==> config.mk <==
export PLATFORM = sky130hd
export DESIGN_NAME = breakout_pixel_renderer
export DESIGN_NICKNAME = d
export VERILOG_FILES = /design/src/rtl/breakout_pixel_renderer.sv
export SDC_FILE = /design/constraint.sdc
export NUM_CORES = 1
export LEC_CHECK = 0
export BUFFER_PORTS_ARGS = -buffer_cell sky130_fd_sc_hd__buf_2
export CAP_MARGIN = 10
export CORE_ASPECT_RATIO = 2
export CORE_MARGIN = 2
export CORE_UTILIZATION = 51
export DETAILED_ROUTE_END_ITERATION = 10
export GPL_TIMING_DRIVEN = 0
export PLACE_DENSITY = 0.78
export SLEW_MARGIN = 25
export SYNTH_ARGS = -nofsm -noshare
export SYNTH_HDL_FRONTEND = slang
export SYNTH_SLANG_ARGS = --single-unit
export TNS_END_PERCENT = 20
==> constraint.sdc <==
create_clock -name CLOCK_50 -period 1.7 [get_ports CLOCK_50]
set_input_delay 0.255 -clock CLOCK_50 [delete_from_list [all_inputs] [get_ports CLOCK_50]]
set_output_delay 0.255 -clock CLOCK_50 [all_outputs]
set_load 0.005 [all_outputs]
==> src/rtl/breakout_pixel_renderer.sv <==
// Breakout pixel renderer: two-stage pipeline from VGA timing (row/col/syncs) to RGB,
// plus the brick-presence map with a vblank-gated clear handshake.
`default_nettype none

module breakout_pixel_renderer #(
  parameter int BALL_SIZE = 8,
  parameter int PADDLE_W  = 64,
  parameter int PADDLE_Y  = 456,
  parameter int BRICK_TOP = 32
) (
  input  logic       CLOCK_50,
  input  logic       reset_L,
  input  logic       HS,
  input  logic       VS,
  input  logic       blank,
  input  logic [8:0] row,
  input  logic [9:0] col,
  input  logic [9:0] ball_x,
  input  logic [8:0] ball_y,
  input  logic [9:0] paddle_x,
  input  logic       new_game,
  input  logic       clr_valid,
  input  logic [4:0] clr_idx,
  output logic       clr_ready,
  output logic [5:0] bricks_left,
  output logic       frame_start,
  output logic       HS_out,
  output logic       VS_out,
  output logic       blank_out,
  output logic [7:0] red,
  output logic [7:0] green,
  output logic [7:0] blue
);

  localparam logic [10:0] BALL_SZ   = 11'(BALL_SIZE);
  localparam logic [10:0] PAD_W     = 11'(PADDLE_W);
  localparam logic [10:0] PAD_Y     = 11'(PADDLE_Y);
  localparam logic [10:0] WALL_TOP  = 11'(BRICK_TOP);
  localparam logic [5:0]  ALL_BRICKS = 6'd32;

  logic [31:0] brick_map;
  logic        vs_reg;
  logic        vblank;

  // All geometry is done at 11 bits so position + size can never wrap to column 0.
  logic [10:0] col_w, row_w, bx_w, by_w, px_w;
  assign col_w = {1'b0, col};
  assign row_w = {2'b00, row};
  assign bx_w  = {1'b0, ball_x};
  assign by_w  = {2'b00, ball_y};
  assign px_w  = {1'b0, paddle_x};

  logic ball_hit, paddle_hit, border_hit, in_wall, brick_hit;
  logic mortar_row, mortar_col;
  logic [5:0]  wall_rel;
  logic [1:0]  brick_row;
  logic [2:0]  brick_col;
  logic [10:0] col_base;
  logic [4:0]  brick_idx;

  assign ball_hit   = (col_w >= bx_w) && (col_w < bx_w + BALL_SZ) &&
                      (row_w >= by_w) && (row_w < by_w + BALL_SZ);
  assign paddle_hit = (col_w >= px_w) && (col_w < px_w + PAD_W) &&
                      (row_w >= PAD_Y) && (row_w < PAD_Y + 11'd8);
  assign border_hit = (col_w < 11'd8) || (col_w >= 11'd632) || (row_w < 11'd8);

  assign in_wall    = (row_w >= WALL_TOP) && (row_w < WALL_TOP + 11'd64);
  assign wall_rel   = 6'(row_w - WALL_TOP);
  assign brick_row  = wall_rel[5:4];
  assign mortar_row = (wall_rel[3:0] == 4'd0);

  // Column-to-brick mapping by comparator chain; col_base is the brick's left edge (mortar column).
  always_comb begin
    brick_col = 3'd0;
    col_base  = 11'd0;
    for (int k = 1; k < 8; k++) begin
      if (col_w >= 11'(k * 80)) begin
        brick_col = 3'(k);
        col_base  = 11'(k * 80);
      end
    end
  end

  assign mortar_col = (col_w == col_base);
  assign brick_idx  = {brick_row, brick_col};
  assign brick_hit  = in_wall && brick_map[brick_idx] && !mortar_row && !mortar_col;

  logic       ball_s1, paddle_s1, brick_s1, border_s1;
  logic [1:0] brick_row_s1;
  logic       hs_s1, vs_s1, blank_s1;

  always_ff @(posedge CLOCK_50 or negedge reset_L) begin
    if (!reset_L) begin
      ball_s1      <= 1'b0;
      paddle_s1    <= 1'b0;
      brick_s1     <= 1'b0;
      border_s1    <= 1'b0;
      brick_row_s1 <= 2'd0;
      hs_s1        <= 1'b1;
      vs_s1        <= 1'b1;
      blank_s1     <= 1'b1;
    end else begin
      ball_s1      <= ball_hit;
      paddle_s1    <= paddle_hit;
      brick_s1     <= brick_hit;
      border_s1    <= border_hit;
      brick_row_s1 <= brick_row;
      hs_s1        <= HS;
      vs_s1        <= VS;
      blank_s1     <= blank;
    end
  end

  logic [23:0] pix_rgb;

  always_comb begin
    pix_rgb = 24'h000000;
    if (blank_s1) begin
      pix_rgb = 24'h000000;
    end else if (ball_s1) begin
      pix_rgb = 24'hFFFFFF;
    end else if (paddle_s1) begin
      pix_rgb = 24'h00C0FF;
    end else if (brick_s1) begin
      case (brick_row_s1)
        2'd0:    pix_rgb = 24'hFF0000;
        2'd1:    pix_rgb = 24'hFF8000;
        2'd2:    pix_rgb = 24'hFFFF00;
        default: pix_rgb = 24'h00FF00;
      endcase
    end else if (border_s1) begin
      pix_rgb = 24'h808080;
    end
  end

  always_ff @(posedge CLOCK_50 or negedge reset_L) begin
    if (!reset_L) begin
      red       <= 8'h00;
      green     <= 8'h00;
      blue      <= 8'h00;
      HS_out    <= 1'b1;
      VS_out    <= 1'b1;
      blank_out <= 1'b1;
    end else begin
      {red, green, blue} <= pix_rgb;
      HS_out    <= hs_s1;
      VS_out    <= vs_s1;
      blank_out <= blank_s1;
    end
  end

  // vs_reg resets low so a VS that is already low at reset release is not taken as a falling edge.
  assign frame_start = vs_reg && !VS;
  assign clr_ready   = vblank && !new_game;

  always_ff @(posedge CLOCK_50 or negedge reset_L) begin
    if (!reset_L) begin
      vs_reg <= 1'b0;
      vblank <= 1'b0;
    end else begin
      vs_reg <= VS;
      if (frame_start) begin
        vblank <= 1'b1;
      end else if (!blank) begin
        vblank <= 1'b0;
      end
    end
  end

  always_ff @(posedge CLOCK_50 or negedge reset_L) begin
    if (!reset_L) begin
      brick_map   <= '1;
      bricks_left <= ALL_BRICKS;
    end else if (new_game) begin
      brick_map   <= '1;
      bricks_left <= ALL_BRICKS;
    end else if (clr_valid && clr_ready) begin
      brick_map[clr_idx] <= 1'b0;
      if (brick_map[clr_idx] && (bricks_left != 6'd0)) begin
        bricks_left <= bricks_left - 6'd1;
      end
    end
  end

endmodule

`default_nettype wire

Word level (Yosys, flattened, before mapping)
Index checks and enable logic that the tools add are counted.
{"block": "totals", "regBits": 76, "latchBits": 0, "ramBits": 0, "rom_bits": 0, "input_bits": 60, "out_inout_bits": 35, "elab_cells": 112, "n_memories": 0}
{"block": "classes", "n_addsub": 5, "n_mul": 0, "div": 0, "n_lt_le_gt_ge": 23, "eq_ne": 4, "shifts": 0, "muxes": 33, "n_bitwise": 2, "n_reduce_logical": 27}
{"cell": "2-to-1 mux 24 bit", "n": 5}
{"cell": "one-hot mux 24 bit (3 select lines)", "n": 1}
{"cell": "2-to-1 mux 32 bit", "n": 2}
{"cell": "2-to-1 mux 11 bit", "n": 4}
{"cell": "AND 32 bit", "n": 1}
{"cell": "NOT 32 bit", "n": 1}
{"cell": ">= comparator 10 x 9 -> 1 bit, second input constant", "n": 3}
{"cell": "< comparator 10 x 11 -> 1 bit", "n": 2}
{"cell": ">= comparator 10 bit", "n": 2}
{"cell": ">= comparator 10 bit, second input constant", "n": 2}
{"cell": ">= comparator 10 x 8 -> 1 bit, second input constant", "n": 2}
{"cell": "2-to-1 mux 6 bit", "n": 3}
{"cell": "2-to-1 mux 8 bit", "n": 2}
{"cell": "logical AND 1 bit", "n": 15}
{"cell": "< comparator 5 x 6 -> 1 bit, second input constant", "n": 2}
{"cell": "2-to-1 mux 3 bit", "n": 4}
{"cell": "adder 10 x 4 -> 11 bit, second input constant", "n": 1}
{"cell": "adder 10 x 7 -> 11 bit, second input constant", "n": 1}
{"cell": "== test 10 x 11 -> 1 bit", "n": 1}
{"cell": "adder 9 x 4 -> 10 bit, second input constant", "n": 1}
{"cell": "binary-select mux 1 bit (select 5 bit)", "n": 2}
{"cell": ">= comparator 10 x 7 -> 1 bit, second input constant", "n": 1}
{"cell": "< comparator 10 x 4 -> 1 bit, second input constant", "n": 1}
{"cell": "< comparator 9 x 10 -> 1 bit", "n": 1}
{"cell": "other kinds (23)", "n": 34}

Longest topological paths before layout
Gate-level depths: netlist of the first run.
{"block": "logic_depth", "word_depth": 13, "depth_mapped": 10}

Least setup slack after synthesis of the first run
OpenSTA, ideal clock, no wires.
{"block": "synth_path", "kind": "input port to flip-flop", "from": "input col[8]", "to": "register brick_s1", "setup_time_ps": 122, "t_arrival_ps": 1896, "setup_slack_ps": -317, "path_stages": 8, "n_path_buf": 1, "path_cell_list": "buf_4 inv_2 maj3_2 a221o_1 nand2_1 nor2_1 or4_1 a32o_1"}
{"block": "synth_via", "elab_chain_len": 13}
{"element": "start: declaration", "line": "17", "text": "input logic [9:0] col,"}
{"element": ">= comparator 10 x 7 -> 1 bit", "line": "77", "text": "if (col_w >= 11'(k * 80)) begin"}
{"element": "2-to-1 mux 1 bit", "line": "77"}
{"element": "2-to-1 mux 2 bit (2 in series)", "line": "77"}
{"element": "2-to-1 mux 3 bit (4 in series)", "line": "77"}
{"element": "binary-select mux 1 bit (select 5 bit)", "line": "86", "text": "assign brick_hit = in_wall && brick_map[brick_idx] && !mortar_row && !mortar_col;"}
{"element": "2-to-1 mux 1 bit (implied by the code)", "line": "86"}
{"element": "logical AND 1 bit (2 in series)", "line": "86"}
{"element": "logical AND 1 bit (*)", "line": "86"}
{"element": "net brick_hit", "line": "53", "text": "logic ball_hit, paddle_hit, border_hit, in_wall, brick_hit;"}
{"element": "end signal: assignment", "line": "105", "text": "brick_s1 <= brick_hit;"}
{"element": "end: declaration", "line": "88", "text": "logic ball_s1, paddle_s1, brick_s1, border_s1;"}
Mark *: on every way through the listed nets, which the timed path passes. The rest lies on a longest branch. The select of a mux whose other input is x is not followed.
A chain may end at the register's enable or synchronous reset.

Worst setup path in the final report of the first run
{"block": "layout_path", "from": "input col[7]", "to": "register brick_s1"}
Same word-level chain as after synthesis.

==> impl_metrics.toml, run 1 <==
[sta]
hold_viol = 0
fmax_mhz = 493
tightest_slew_ns = 0.738
setup_slack_ns = -0.329
fin_crit_sh = 1.19
period_needed_ns = 2.03
relSlewSlack = 0.508
rsz0062_at_grt = "true"
setup_viol = 16
slew_viol_final = 0
clock_skew_ns = 0.00439

[cells_and_area]
syn_to_final_growth_pct = 26.3
drive_gt1_frac = 0.353
fillCellCount = 737
largest_reg_flops = 32
reg_top3 = "brick_map (32), bricks_left (6), green (3)"
antenna_cells = 0
finalNetCount = 732
regMostFlops = "brick_map"

[worst_hold_path]
holdPathStages = 1
hold_start = "HS"
hold_path.class = "primary input to flop"
holdPathEnd = "hs_s1"

[synthesis]
async_flop_share = 1.00
syn_nets = 618
yosysTopAreaCell = "dfstp_2"
ys_types = 63
synth_edf_count = 0
synth_top_flop_cell = "dfstp_2"
yosysWarnings = 0
avgSynthCellArea_um2 = 9.19
yosysSeqAreaShare = 0.327
synthCells = 507
synth_top_cells_by_area = "dfstp_2, ha_1, dfrtp_1"
synthTopCellsByCount = "o21ai_0, ha_1, inv_1, nand2b_1, dfstp_2"
synth_most_common_cell = "o21ai_0"
syn_area_mm2 = 0.00466
synth_top_area_share = 0.220
ys_ff_latch = 59

[place]
port_buffers = 92
gp_congestion = 0.904
hpwl_mm = 9.49
dp_worst_setup_slack_ns = -0.966

[clock_tree]
cts.sinks = 59
cts_root_buf = "clkbuf_16"
clock_latency_ns = 0.33
numCtsBuffers = 9
cts_tree = "done"
cts_buffer_depth = 2
clkTransAtPathRegs_ns = 0.05
htreeDepth = 3

[power]
fin_total_pwr_mw = 4.37
total_leakage_power_nw = 2.77
irDropWorstVdd_uv = 483
power_density_mw_per_mm2 = 743

[setup_path]
cp.required_ns = 1.91
cp-start-kind = "primary input"
critPathKind = "primary input to flop"
r2r-start = "brick_map[11]"
r2r_setup_slack_ns = -0.30
crit_arrival_ns = 2.24
r2r-end = "bricks_left[1]"
cp-end-kind = "flop"
reg2reg_depth = 7
crit_path_max_fanout = 8

[global_route]
grt_pass1_wl_mm = 20.9
grt_overflow = 0
antenna_found_initial = 0
grt_usage = 0.266
grt_max_degree = 60
grt_pass1_vias = 4578

[floorplanning]
die_y_um = 139
die_area_mm2 = 0.00996
row_count = 49
dieWidth_um = 71.6
core_mm2 = 0.00895
initial_core_util = 0.521
ioPinCount = 95

[route]
drc = 0
wl_mm = 12.7
via_per_inst = 5.90
dr.pass1.iters = 4
dr.first_iter.drc_count = 267
vias = 4294
route.antenna.remaining_nets = 0
wire_per_inst_um = 17.5

[run]
drv_cap = 0

[run_status]
status = "complete, but fails checks"
violations = "setup timing"
critical path, cell delays in order:
cell and delay, ns:
buf_12 0.10, buf_8 0.12, or2_2 0.29, o21ai_0 0.28
a31oi_2 0.22, o22ai_1 0.19, a211oi_1 0.06, or4_1 0.41
a32o_2 0.30
worst max path at each step:
stage	from	to	slack (ns)	depth (start not counted)
after detailed placement	col[7]	brick_s1	-0.97	11
after floorplan	col[8]	brick_s1	-0.28	8
final	col[7]	brick_s1	-0.33	9
after global placement	col[7]	brick_s1	-0.87	11
after global routing	brick_map[11]	bricks_left[2]	-0.41	8
after CTS	col[7]	brick_s1	-0.27	10
timing repair:
action | CTS | global route
pin swaps | 16 | 9
hold buffers | 1 | 0
endpoints found under the hold margin | 13 | 0
setup buffers | 9 | 1
resized for setup | 38 | 8
cloned | 1 | 0
setup endpoints to repair | 9 | 17
stage by stage:
step,TNS [ns],area [um^2],utilization,hold slack (ns),std cells
floorplan,-1.02,4680,-,-0.0406,507
global placement,-5.72,5260,0.588,0.347,701
detailed placement,-6.11,5270,0.588,0.353,701
CTS,-1.71,5850,0.653,0.00578,727
global route,-4.62,5880,0.657,0.0150,728
finish,-2.35,5880,0.657,0.0182,728
routing by layer:
metal	up-vias	GRT usage	part of all wire
met5	-	0	0
met4	0	0.192	0.056
met3	51	0.0400	0.040
met2	156	0.495	0.57
met1	2060	0.251	0.33
li1	2027	-	-
kinds of logic (layout without fill, tap and decap cells):
logic type | count (synthesis) | in the layout | synth area share
buf+inv | 78 | 197 | 0.0827
flops | 59 | 59 | 0.327
simple gates | 152 | 152 | 0.184
fa+ha+maj | 52 | 52 | 0.139
compound gates | 130 | 130 | 0.171
xor+xnor | 16 | 16 | 0.0301
mux | 20 | 20 | 0.0655
report_power, final:
part           switching [mW]  internal (mW)  total [mW]
combinational           0.493          0.433       0.926
clock                   0.642           1.32        1.96
sequential             0.0285           1.46        1.49
cell type report:
type	instances	area, um^2	area share
Multi-Input combinational cell	370	2880	0.489
Sequential cell	59	1530	0.259
Timing Repair Buffer	104	614	0.104
Buffer	35	249	0.0423
Clock buffer	10	239	0.0406
Inverter	42	160	0.0272
Tap cell	102	128	0.0217
Clock inverter	6	88.8	0.0151
placed cells by master, fill, tap and decap left out, drive strengths merged, types with 3 or more instances in the layout:
cell / Yosys / layout
buf: 27 / 129
o211ai: 4 / 4
ha: 51 / 51
mux2: 4 / 4
nor2: 26 / 26
nand2: 16 / 16
nor4: 10 / 10
nand2b: 40 / 40
o22ai: 5 / 5
a21oi: 27 / 27
dfrtp: 20 / 20
nand3b: 5 / 5
mux4: 8 / 8
inv: 42 / 42
nor2b: 14 / 14
nor3: 7 / 7
xnor2: 15 / 15
nand3: 16 / 16
mux2i: 8 / 8
nand4: 4 / 4
a221oi: 3 / 3
a211oi: 5 / 5
or3: 3 / 3
a21o: 9 / 9
clkbuf: 9 / 19
o21ai: 53 / 53
o21bai: 4 / 4
dfstp: 39 / 39
Power figures use the tool's default switching activity.
==> run 2: changes to the inputs <==
==> constraint.sdc (replaced) <==
create_clock -name CLOCK_50 -period 1.7 [get_ports CLOCK_50]
set_input_delay 0.085 -clock CLOCK_50 [delete_from_list [all_inputs] [get_ports CLOCK_50]]
set_output_delay 0.085 -clock CLOCK_50 [all_outputs]
set_load 0.005 [all_outputs]
==> run 2 against run 1 <==
  * The run still ends with setup timing left
  * Wire length shrank 2.1%
  * Global-route usage down 0.71 points
  * Flip-flop and latch count is the same
  * Via count fell by 1.6%
  * Combinational power is 6.7% lower
  * Setup slack improved by 0.018 ns
==> impl_metrics.toml, run 2 (synthesis results as in run 1) <==
[run_status]
status = "complete, but fails checks"
violations = "setup timing"

[cells_and_area]
layout_common_cells = "buf_2, o21ai_0, ha_1"
reg_top3 = "brick_map (32), bricks_left (6), green (3)"
multi_input_comb_area_mm2 = 0.00283
drive_gt1_frac = 0.338
ff_latch_area_mm2 = 0.00153
final_common_cell = "buf_2"
fillCellCount = 749
finalNetCount = 731
regMostFlops = "brick_map"
largest_reg_flops = 32
finalNonFillerCells = 727
syn_to_final_growth_pct = 23.9
antenna_cells = 0
stdcell_area_mm2 = 0.00577

[global_route]
grt_max_degree = 60
grt_usage = 0.259
grt_pass1_wl_mm = 20.4
grt_overflow = 0
antenna_found_initial = 0
grt_pass1_vias = 4494

[sta]
period_needed_ns = 2.01
relSlewSlack = 0.512
fin_crit_sh = 1.18
slew_viol_final = 0
rsz0062_at_grt = "true"
setup_viol = 9
tightest_slew_ns = 0.732
setup_slack_ns = -0.310
clock_skew_ns = 0.00493
fmax_mhz = 497
hold_viol = 0

[power]
total_leakage_power_nw = 2.72
irDropWorstVdd_uv = 486
p_comb_frac = 0.200
switching_share = 0.265
switching_power_mw = 1.14
power_density_mw_per_mm2 = 747
p_int_mw = 3.17
pwr-share-clk = 0.455
fin_total_pwr_mw = 4.31
pwr-share-seq = 0.345

[setup_path]
crit_arrival_ns = 2.21
critPathBufInv = 0
cp.depth = 8
r2r_setup_slack_ns = -0.31
crit_path_max_fanout = 4
cp-start-kind = "flop"
reg2reg_depth = 8
cp_cell_sequence = "mux4_2, nor2b_4, a31oi_4, nand4_1, nand3_2, nor3_2, xnor2_1, nor2_1"
critPathKind = "flop to flop"
max_stage_delay_ns = 0.48
cp-end-kind = "flop"
cp_top_family = "simple AND/OR/NAND/NOR gates"
startpoint = "brick_map[11]"
crit_slowest_cell = "mux4_2"
cp.required_ns = 1.90
r2r-end = "bricks_left[4]"
r2r-start = "brick_map[11]"

[run]
drv_cap = 0

[route]
wire_per_inst_um = 17.1
route.antenna.remaining_nets = 0
wl_mm = 12.5
via_per_inst = 5.81
vias = 4224
dr.first_iter.drc_count = 222
dr.pass1.iters = 4
drc = 0

[worst_hold_path]
holdPathStages = 2
hold_path.class = "primary input to flop"
holdPathEnd = "brick_row_s1[1]"
hold_start = "row[5]"

[place]
postPlaceCellArea_mm2 = 0.00527
port_buffers = 92
dp_worst_setup_slack_ns = -0.796
dpl.cell_count = 701
hpwl_mm = 9.49
gp_congestion = 0.904

[floorplanning]
ioPinCount = 95
core_mm2 = 0.00895
die_area_mm2 = 0.00996
row_count = 49
initial_core_util = 0.521
die_y_um = 139
dieWidth_um = 71.6

[clock_tree]
numCtsBuffers = 9
cts_root_buf = "clkbuf_16"
cts_buffer_depth = 2
cts_tree = "done"
clkTransAtPathRegs_ns = 0.05
clock_latency_ns = 0.33
cts.sinks = 59
htreeDepth = 3
[run 2: per-layer routing]
layer | part of all wire | GRT usage | up-vias | routed length, um
met5 | 0 | 0 | - | 0
met4 | 0.049 | 0.154 | 0 | 612
met3 | 0.032 | 0.0392 | 45 | 401
met2 | 0.57 | 0.495 | 131 | 7140
met1 | 0.35 | 0.247 | 2029 | 4310
li1 | - | - | 2019 | -
[run 2: area by class of cell]
cell class / instances / area share
inverters: 42 / 0.0277
clock inverters: 6 / 0.0154
flip-flops and latches: 59 / 0.264
plain buffers: 36 / 0.0436
clock buffers: 10 / 0.0414
repair buffers: 102 / 0.0954
multi-input cells: 370 / 0.490
well taps: 102 / 0.0221
[run 2: worst max-delay path by stage]
stage,slack [ns],endpoint
4_1_cts,-0.26,bricks_left[4]
2_1_floorplan,-0.11,brick_s1
3_5_place_dp,-0.80,brick_s1
6_report,-0.31,bricks_left[4]
3_3_place_gp,-0.70,brick_s1
5_1_grt,-0.42,bricks_left[1]
[run 2: power groups by stage]
| stage | Combinational (mW) | Clock [mW] | Sequential [mW] |
|---|---|---|---|
| after floorplan | 0.496 | 0 | 1.50 |
| after global placement | 0.777 | 0 | 1.50 |
| after detailed placement | 0.811 | 0 | 1.50 |
| after CTS | 0.851 | 1.99 | 1.48 |
| after global routing | 0.971 | 2.03 | 1.49 |
| final | 0.864 | 1.96 | 1.49 |
[run 2: what timing repair did]
item                       4_1_cts  5_1_grt
pin swaps                        8        8
buffers inserted                 2        3
hold endpoints to repair        26        0
hold buffers                     5        0
setup endpoints to repair        8       17
gates resized for setup         16        6
[run 2: per-stage QoR]
stage | setup TNS, ns | util | hold WS, ns
4_1_cts | -1.50 | 0.640 | 0.0610
5_1_grt | -3.45 | 0.645 | 0.0778
2_1_floorplan | -0.166 | - | -0.211
6_report | -2.07 | 0.645 | 0.0799
3_5_place_dp | -3.96 | 0.588 | 0.189
3_3_place_gp | -3.54 | 0.588 | 0.192
==> run 3: changes to the inputs <==
--- a/config.mk
+++ b/config.mk
@@ -5,14 +5,17 @@
 export SDC_FILE = /design/constraint.sdc
 export NUM_CORES = 1
 export LEC_CHECK = 0
+export ABC_AREA = 1
 export BUFFER_PORTS_ARGS = -buffer_cell sky130_fd_sc_hd__buf_2
 export CAP_MARGIN = 10
+export CELL_PAD_IN_SITES_DETAIL_PLACEMENT = 0
+export CELL_PAD_IN_SITES_GLOBAL_PLACEMENT = 1
 export CORE_ASPECT_RATIO = 2
 export CORE_MARGIN = 2
-export CORE_UTILIZATION = 51
+export CORE_UTILIZATION = 37
 export DETAILED_ROUTE_END_ITERATION = 10
 export GPL_TIMING_DRIVEN = 0
-export PLACE_DENSITY = 0.78
+export PLACE_DENSITY_LB_ADDON = 0.1
 export SLEW_MARGIN = 25
 export SYNTH_ARGS = -nofsm -noshare
 export SYNTH_HDL_FRONTEND = slang
==> run 3 against run 2 <==
  * The flow now finishes without violations
  * Non-clock buffer count is 11 lower
  * Hold slack worse by 0.078 ns
  * Count of clock-buffer cells in the layout grew 2
  * Critical path depth grew 1
  * Utilization fell by 18 points
  * Synthesized cell count up 21%
  * Total power grew 13%
  * Global-route usage decreased by 7.2 points
  * Critical endpoint is now bricks_left[0]
==> impl_metrics.toml, run 3 <==
[synthesis]
syn_area_mm2 = 0.00466
ys_ff_latch = 59
yosysWarnings = 0
avgSynthCellArea_um2 = 7.59
ys_types = 41
synth_edf_count = 0
yosysSeqAreaShare = 0.327
async_flop_share = 1.00
synth_compound_area_frac = 0.150
synth_top_family_by_area = "simple AND/OR/NAND/NOR gates"
synthCells = 614
yosys.area_share.xor_xnor = 0.0282
syn_nets = 725
synthAdderAreaFrac = 0.137
synth_top_cells_by_area = "dfstp_2, ha_1, dfrtp_1"
yosysTopAreaCell = "dfstp_2"
synth_most_common_cell = "nand2_1"
synthTopCellsByCount = "nand2_1, inv_1, nand3_1, ha_1, o21ai_0"
synth_top_area_share = 0.220
synth-simple-area-share = 0.254
synth.area.mux_share = 0
synth_top_flop_cell = "dfstp_2"

[route]
via_per_inst = 5.05
vias = 4461
dr.pass1.iters = 4
wire_per_inst_um = 14.0
dr.first_iter.drc_count = 173
drc = 0
wl_mm = 12.4
route.antenna.remaining_nets = 0

[worst_hold_path]
hold_start = "row[4]"
hold_path.class = "primary input to flop"
holdPathEnd = "brick_row_s1[0]"
holdPathStages = 1

[global_route]
grt_overflow = 0
antenna_found_initial = 0
grt_usage = 0.187
grt_max_degree = 60
grt_pass1_vias = 4330
grt_pass1_wl_mm = 20.7

[cells_and_area]
largest_reg_flops = 32
antenna_cells = 0
drive_gt1_frac = 0.277
regMostFlops = "brick_map"
ff_latch_area_mm2 = 0.00153
syn_to_final_growth_pct = 24.6
fillCellCount = 1246
layout_common_cells = "nand2_1, buf_2, inv_1"
finalNetCount = 839
stdcell_area_mm2 = 0.00581
finalNonFillerCells = 883
multi_input_comb_area_mm2 = 0.00272
reg_top3 = "brick_map (32), bricks_left (6), green (3)"
final_common_cell = "nand2_1"

[power]
power_density_mw_per_mm2 = 841
fin_total_pwr_mw = 4.88
irDropWorstVdd_uv = 559
total_leakage_power_nw = 2.96

[sta]
fmax_mhz = 613
slew_viol_final = 0
fin_crit_sh = 0.959
setup_viol = 0
hold_viol = 0
relSlewSlack = 0.511
tightest_slew_ns = 0.733
clock_skew_ns = 0.00556
period_needed_ns = 1.63

[run]
drv_cap = 0

[setup_path]
max_stage_delay_ns = 0.37
r2r-end = "bricks_left[0]"
crit_path_max_fanout = 5
startpoint = "brick_map[11]"
cp-end-kind = "flop"
r2r-start = "brick_map[11]"
critPathKind = "flop to flop"
crit_slowest_cell = "dfstp_2"
cp.required_ns = 1.90
reg2reg_depth = 9
crit_arrival_ns = 1.83
r2r_setup_slack_ns = 0.07
cp-start-kind = "flop"
cp_cell_sequence = "a22oi_2, a21oi_1, or2_1, nor3_1, nand2_1, nand2_2, nand2_4, nand3_1, o21ai_0"

[floorplanning]
die_y_um = 163
ioPinCount = 95
die_area_mm2 = 0.0136
dieWidth_um = 83.4
core_mm2 = 0.0124
initial_core_util = 0.376
row_count = 58

[clock_tree]
cts_tree = "done"
cts_buffer_depth = 2
clkTransAtPathRegs_ns = 0.05
htreeDepth = 3
cts_root_buf = "clkbuf_16"
clock_latency_ns = 0.33
cts.sinks = 59
numCtsBuffers = 9

[place]
postPlaceCellArea_mm2 = 0.00533
dpl.cell_count = 858
gp_congestion = 0.799
port_buffers = 94
hpwl_mm = 9.50

[run_status]
status = "complete, no violations"
-- run 3: changes by cell type after synthesis, moves of 8 or more --
| cell | change |
|---|---|
| a22oi_1 | +16 |
| inv_1 | +36 |
| mux2i_1 | -8 |
| mux4_2 | -8 |
| nand2_1 | +100 |
| nand2b_1 | -40 |
| nand3_1 | +54 |
| nor2_1 | +10 |
| nor2b_1 | -14 |
| nor3_1 | +10 |
| xnor2_1 | -12 |
| xor2_1 | +11 |
-- run 3: critical path, delay by kind of cell (launching register included) --
family,cells,cell delay [ns]
AOI/OAI and AO/OA,3,0.34
DFF,1,0.37
and+or+nand+nor,6,0.80
-- run 3: cell families after synthesis --
family	Yosys count
and+or+nand+nor	264
AOI/OAI and AO/OA	119
buffers and inverters	106
DFF	59
adders and majority gates	51
xor gates and xnor gates	15
-- run 3: layer usage --
metal	GRT usage	up-vias	share of wire
met5	0	-	0
met4	0.0484	0	0.011
met3	0.0279	13	0.046
met2	0.324	95	0.50
met1	0.244	2059	0.44
li1	-	2294	-
-- run 3: layout make-up --
type                    instances  share of cell area
multi-input cells             450               0.469
flip-flops and latches         59               0.263
repair buffers                102              0.0939
inverters                      81              0.0530
clock buffers                  12              0.0407
well taps                     150              0.0323
plain buffers                  25              0.0317
clock inverters                 4              0.0170
-- run 3: timing repair --
action | CTS | global route
setup buffers | 0 | 4
hold buffers | 4 | 0
setup endpoints to repair | 0 | 8
hold endpoints to repair | 24 | 0
gates resized for setup | 0 | 17
-- run 3: where the power goes --
group / switching, mW / internal, mW / total, mW
sequential: 0.0821 / 1.51 / 1.59
clock: 0.619 / 1.43 / 2.05
combinational: 0.711 / 0.525 / 1.24
total: 1.41 / 3.47 / 4.88
-- run 3: how the worst max path moves through the flow --
stage,to,slack (ns)
floorplan,ball_s1,0.03
global placement,bricks_left[0],-0.31
detailed placement,bricks_left[0],-0.28
CTS,bricks_left[0],0.005
global route,brick_s1,-0.002
finish,bricks_left[0],0.07
-- run 3: metrics by stage --
step                utilization  hold WS [ns]  worst slack, ns   TNS, ns
floorplan                     -        -0.211           0.0332         0
global placement          0.429         0.191           -0.313     -2.14
detailed placement        0.429         0.199           -0.279     -1.98
CTS                       0.460       0.00383          0.00528         0
global route              0.468       0.00145         -0.00218  -0.00218
finish                    0.468       0.00234           0.0697         0
